## src/rtl/bus_fifo_slave.sv

```systemverilog
// Memory-mapped 64-bit FIFO slave with status, clear, error counters and a
// fill-level threshold interrupt. Read data is combinational from current state.
module bus_fifo_slave #(
   parameter int DEPTH = 8,
   parameter int AW    = 3,
   parameter int DW    = 64
) (
   input  logic          clk,
   input  logic          reset_n,
   input  logic          s_sel,
   input  logic          s_wr,
   input  logic [15:0]   s_addr,
   input  logic [DW-1:0] s_din,
   output logic [DW-1:0] s_dout,
   output logic          irq
);

   localparam logic [AW-1:0] PTR_ONE = AW'(1);
   localparam logic [AW:0]   CNT_ONE = (AW+1)'(1);
   localparam logic [AW:0]   DEPTH_C = (AW+1)'(DEPTH);

   localparam logic [7:0] OFF_DATA   = 8'h00;
   localparam logic [7:0] OFF_STATUS = 8'h01;
   localparam logic [7:0] OFF_CTRL   = 8'h02;
   localparam logic [7:0] OFF_ERR    = 8'h03;
   localparam logic [7:0] OFF_THRESH = 8'h04;

   logic [DW-1:0] mem [DEPTH];
   logic [AW-1:0] rd_ptr, wr_ptr, rd_ptr_nxt, wr_ptr_nxt;
   logic [AW:0]   count, count_nxt, thresh, thresh_nxt;
   logic [7:0]    ovf_cnt, udf_cnt, ovf_cnt_nxt, udf_cnt_nxt;
   logic          irq_nxt, push, empty, full;
   logic [7:0]    offset;
   logic          unused_addr_hi;

   assign offset         = s_addr[7:0];
   assign unused_addr_hi = ^s_addr[15:8];
   assign empty          = (count == '0);
   assign full           = (count == DEPTH_C);

   always_comb begin
      rd_ptr_nxt  = rd_ptr;
      wr_ptr_nxt  = wr_ptr;
      count_nxt   = count;
      ovf_cnt_nxt = ovf_cnt;
      udf_cnt_nxt = udf_cnt;
      thresh_nxt  = thresh;
      push        = 1'b0;
      if (s_sel) begin
         case (offset)
            OFF_DATA: begin
               if (s_wr) begin
                  if (full) begin
                     if (ovf_cnt != 8'hFF) ovf_cnt_nxt = ovf_cnt + 8'd1;
                  end else begin
                     push       = 1'b1;
                     wr_ptr_nxt = wr_ptr + PTR_ONE;
                     count_nxt  = count + CNT_ONE;
                  end
               end else begin
                  if (empty) begin
                     if (udf_cnt != 8'hFF) udf_cnt_nxt = udf_cnt + 8'd1;
                  end else begin
                     rd_ptr_nxt = rd_ptr + PTR_ONE;
                     count_nxt  = count - CNT_ONE;
                  end
               end
            end
            OFF_CTRL: begin
               if (s_wr && s_din[0]) begin
                  rd_ptr_nxt = '0;
                  wr_ptr_nxt = '0;
                  count_nxt  = '0;
               end
            end
            OFF_ERR: begin
               if (s_wr) begin
                  ovf_cnt_nxt = '0;
                  udf_cnt_nxt = '0;
               end
            end
            OFF_THRESH: begin
               if (s_wr) thresh_nxt = s_din[AW:0];
            end
            default: ;
         endcase
      end
      // irq is registered from next-state values so it tracks count with no lag
      irq_nxt = (thresh_nxt != '0) && (count_nxt >= thresh_nxt);
   end

   always_ff @(posedge clk) begin
      if (!reset_n) begin
         rd_ptr  <= '0;
         wr_ptr  <= '0;
         count   <= '0;
         ovf_cnt <= '0;
         udf_cnt <= '0;
         thresh  <= DEPTH_C;
         irq     <= 1'b0;
      end else begin
         rd_ptr  <= rd_ptr_nxt;
         wr_ptr  <= wr_ptr_nxt;
         count   <= count_nxt;
         ovf_cnt <= ovf_cnt_nxt;
         udf_cnt <= udf_cnt_nxt;
         thresh  <= thresh_nxt;
         irq     <= irq_nxt;
      end
   end

   always_ff @(posedge clk) begin
      if (reset_n && push) mem[wr_ptr] <= s_din;
   end

   always_comb begin
      s_dout = '0;
      if (s_sel && !s_wr) begin
         case (offset)
            OFF_DATA: if (!empty) s_dout = mem[rd_ptr];
            OFF_STATUS: begin
               s_dout[0]      = empty;
               s_dout[1]      = full;
               s_dout[2]      = irq;
               s_dout[AW+8:8] = count;
            end
            OFF_ERR: begin
               s_dout[7:0]  = ovf_cnt;
               s_dout[15:8] = udf_cnt;
            end
            OFF_THRESH: s_dout[AW:0] = thresh;
            default: ;
         endcase
      end
   end

endmodule

```

## config.mk

```make
export PLATFORM = sky130hd
export DESIGN_NAME = bus_fifo_slave
export DESIGN_NICKNAME = d
export VERILOG_FILES = /design/src/rtl/bus_fifo_slave.sv
export SDC_FILE = /design/constraint.sdc
export NUM_CORES = 1
export LEC_CHECK = 0
export BUFFER_PORTS_ARGS = -buffer_cell sky130_fd_sc_hd__buf_2
export CAP_MARGIN = 10
export CORE_MARGIN = 4
export CORE_UTILIZATION = 60
export CTS_CLUSTER_SIZE = 12
export DETAILED_ROUTE_END_ITERATION = 10
export HOLD_SLACK_MARGIN = 0.02
export PLACE_DENSITY = 0.79
export SETUP_SLACK_MARGIN = 0.15
export SYNTH_ARGS = -nofsm -noshare
export SYNTH_HDL_FRONTEND = slang
export SYNTH_SLANG_ARGS = --single-unit
```

## constraint.sdc

```tcl
create_clock -name clk -period 24.8 [get_ports clk]
set_clock_uncertainty 0.2 [all_clocks]
set_input_delay 7.44 -clock clk [delete_from_list [all_inputs] [get_ports clk]]
set_output_delay 7.44 -clock clk [all_outputs]
set_load 0.03 [all_outputs]
```

==> impl_metrics.yaml <==
timing:
  hold_violations: 0
  finalCriticalPeriod_ns: 17.77
  slew_violations: 0
  worst_pin_slew_ns: 1.08
  fin_tns_setup_ns: 0
  slew_headroom_pct: 27.6
  period_share_pct: 71.7
  rsz0062_at_grt: "no"
  setup_viol: 0
  fmax_mhz: 56.3
floorplanning:
  die_w_um: 197
  core_mm2: 0.0354
  dieArea_mm2: 0.0389
  num_rows: 69
  initial_utilization_pct: 60.7
  ioPinCount: 149
  fp.dieH_um: 197
final_layout:
  syn_to_final_growth_pct: 12.8
  drive_above_1_share_pct: 29.3
  fin_nets: 1327
  fillers: 2225
worst_setup_path:
  cp_max_fo: 35
  cp.arrival_ns: 10.13
  critPathMostFrequentCell: "buf_2"
  critPathKind: "primary input to primary output"
  rr_worst_depth: 7
  max_stage_delay_ns: 0.89
  cp_slowest_cell: "or3_2"
  r2r-start: "count[0]"
  worstReg2RegEnd: "mem[7][13]"
  crit_required_ns: 17.16
  worst_setup_path_end_kind: "primary output"
  r2r_setup_slack_ns: 20.82
  startpoint_type: "primary input"
  crit_path_cell_trace: "buf_2, nor4_1, nand2_1, or3_2, buf_4, nor2_1, buf_2"
yosys:
  synth_edf_count: 512
  synth_top_area_share_pct: 71.6
  synthSimpleGateAreaFrac_pct: 4.00
  synth-seq-cells: 546
  synth-compound-area-share_pct: 1.92
  synth.most_common_cell: "edfxtp_1"
  yosys_warnings: 0
  synth_common_cells: "edfxtp_1, mux4_2, nor2_1"
  ys_async_sr_fraction_pct: 0
  synth_nets: 1168
  syn-mean-instance-area_um2: 20.0
  ys_types: 52
  syn_area_mm2: 0.0215
  synth.yosys.seq_area_share_pct: 74.8
  syn_inst: 1073
  synth.area.mux_share_pct: 17.1
  synthTopCellsByArea: "edfxtp_1, mux4_2, mux2i_1"
  synthFlopType: "edfxtp_1"
  synth_top_family_by_area: "multiplexers"
  synth_top_cell_by_area: "edfxtp_1"
  synth-xor-area-share_pct: 0.530
  synthAdderAreaFrac_pct: 0.641
global_route:
  track_usage_pct: 22.4
  grt_max_degree: 75
  grt_pass1_wl_um: 65900
  grt-ovfl-total: 0
  antenna_found_initial: 8
  grt_pass1_vias: 11000
clock_tree:
  h-tree-depth: 2
  cts-resized-gates: 0
  clkLatencyLatePin_ns: 0.56
  clk_pin_slew_ns: 0.06
  cts_buffer_depth: 3
  tritoncts: "built"
  ctsHoldBuffers: 0
  cts-buffers-inserted: 53
  root_buffer: "clkbuf_16"
  cts_setup_buffers: 0
  clock_sinks: 546
power_and_ir_drop:
  p_leak_nw: 7.61
  power_mw: 1.74
  power_density_mw_per_mm2: 71.7
  ir_drop_v: 0.0000599
routing:
  drt_iter0_drc: 923
  drc: 0
  wirelength_um: 43200
  vias_per_cell: 6.22
  first_pass_iters: 5
  ant_nets: 0
  vias: 10700
  post_drt_wl_per_cell_um: 25.1
hold_path:
  worstHoldPathType: "flop to flop"
  holdPathStages: 2
  worstHoldStart: "udf_cnt[6]"
  hold_end: "udf_cnt[6]"
outcome:
  status: "completed"
place:
  io_buffers: 140
  dp.final_hpwl_um: 23600
  gp_congestion: 0.852
run:
  cap_violations: 0
critical path, delay by kind of cell:
kind	cells	cell delay [ns]
and+or+nand+nor	4	1.79
buffers and inverters	3	0.89
layout by cell type, fill, tap and decap left out, types with 3 or more instances in the layout:
cell	count
xor2_1	3
nand2b_1	6
nor4_1	7
nand4_1	6
xnor2_1	10
ha_1	11
nor2b_1	3
o21ai_0	14
clkbuf_1	13
buf_4	15
nor2_1	76
o211ai_1	3
mux4_2	128
or3_1	6
a21o_1	5
nor3_1	4
nand2_1	27
a211oi_1	4
mux2i_1	76
nand3_1	9
clkinv_1	5
a21oi_1	11
clkbuf_16	55
buf_2	140
clkinv_2	3
nor3_2	3
dfxtp_1	31
or4_1	3
edfxtp_1	512
and2_1	5
nor2_4	6
o22ai_1	10
dfxtp_4	3
inv_1	7
where the power goes:
group	leakage, nW	total, mW	switching (mW)	internal, mW
Combinational	2.01	0.0220	0.0157	0.00632
Sequential	4.88	1.01	0.000116	1.01
Clock	0.724	0.708	0.308	0.400
Total	7.61	1.74	0.323	1.41
registers in the layout (all words and copies together), names as in the netlist, named ones only:
signal	count
ovf_cnt	8
irq	1
udf_cnt	8
wr_ptr	3
thresh	4
count	4
rd_ptr	3
mem	512
logic make-up (layout without fill, tap and decap cells):
group | count (synthesis) | after routing
mux | 206 | 206
simple gates | 177 | 177
fa+ha+maj | 11 | 11
compound gates | 62 | 62
buf+inv | 58 | 240
flops | 546 | 546
xor+xnor | 13 | 13
other cells | 0 | 1
final cells by class:
cell class | count | area, um^2 | share of cell area, %
flip-flops and latches | 546 | 16100 | 66.4
multi-input cells | 469 | 5250 | 21.7
clock buffers | 69 | 1440 | 5.94
repair buffers | 155 | 813 | 3.36
well taps | 461 | 577 | 2.38
clock inverters | 9 | 42.5 | 0.176
inverters | 7 | 26.3 | 0.109
diodes | 1 | 2.50 | 0.0103
metal layers:
metal  track usage, %  share of wire, %  wire length [um]
met1             32.6                41             17500
met3             4.64               7.7              3330
met5                0              0.19                80
met4             5.57               2.1               900
met2             35.8                49             21400
how the worst max path moves through the flow:
stage | startpoint | endpoint | slack, ns | depth (start not counted)
floorplan | s_addr[0] | s_dout[12] | 7.67 | 7
finish | s_addr[1] | s_dout[62] | 7.03 | 7
global route | s_addr[1] | s_dout[62] | 6.84 | 7
CTS | s_addr[1] | s_dout[62] | 7.05 | 7
detailed placement | s_addr[1] | s_dout[62] | 7.03 | 7
global placement | s_addr[1] | s_dout[62] | 7.09 | 7
metrics by stage:
step,cell area [um^2],hold WS [ns],utilization (%),setup WS [ns],instances
2_1_floorplan,21500,0.271,-,7.67,1073
3_3_place_gp,22700,0.288,64.2,7.09,1638
3_5_place_dp,22700,0.309,64.2,7.03,1638
4_1_cts,24200,0.321,68.4,7.05,1716
5_1_grt,24200,0.330,68.4,6.84,1717
6_report,24200,0.319,68.4,7.03,1717
(Power assumes the default switching activity.)
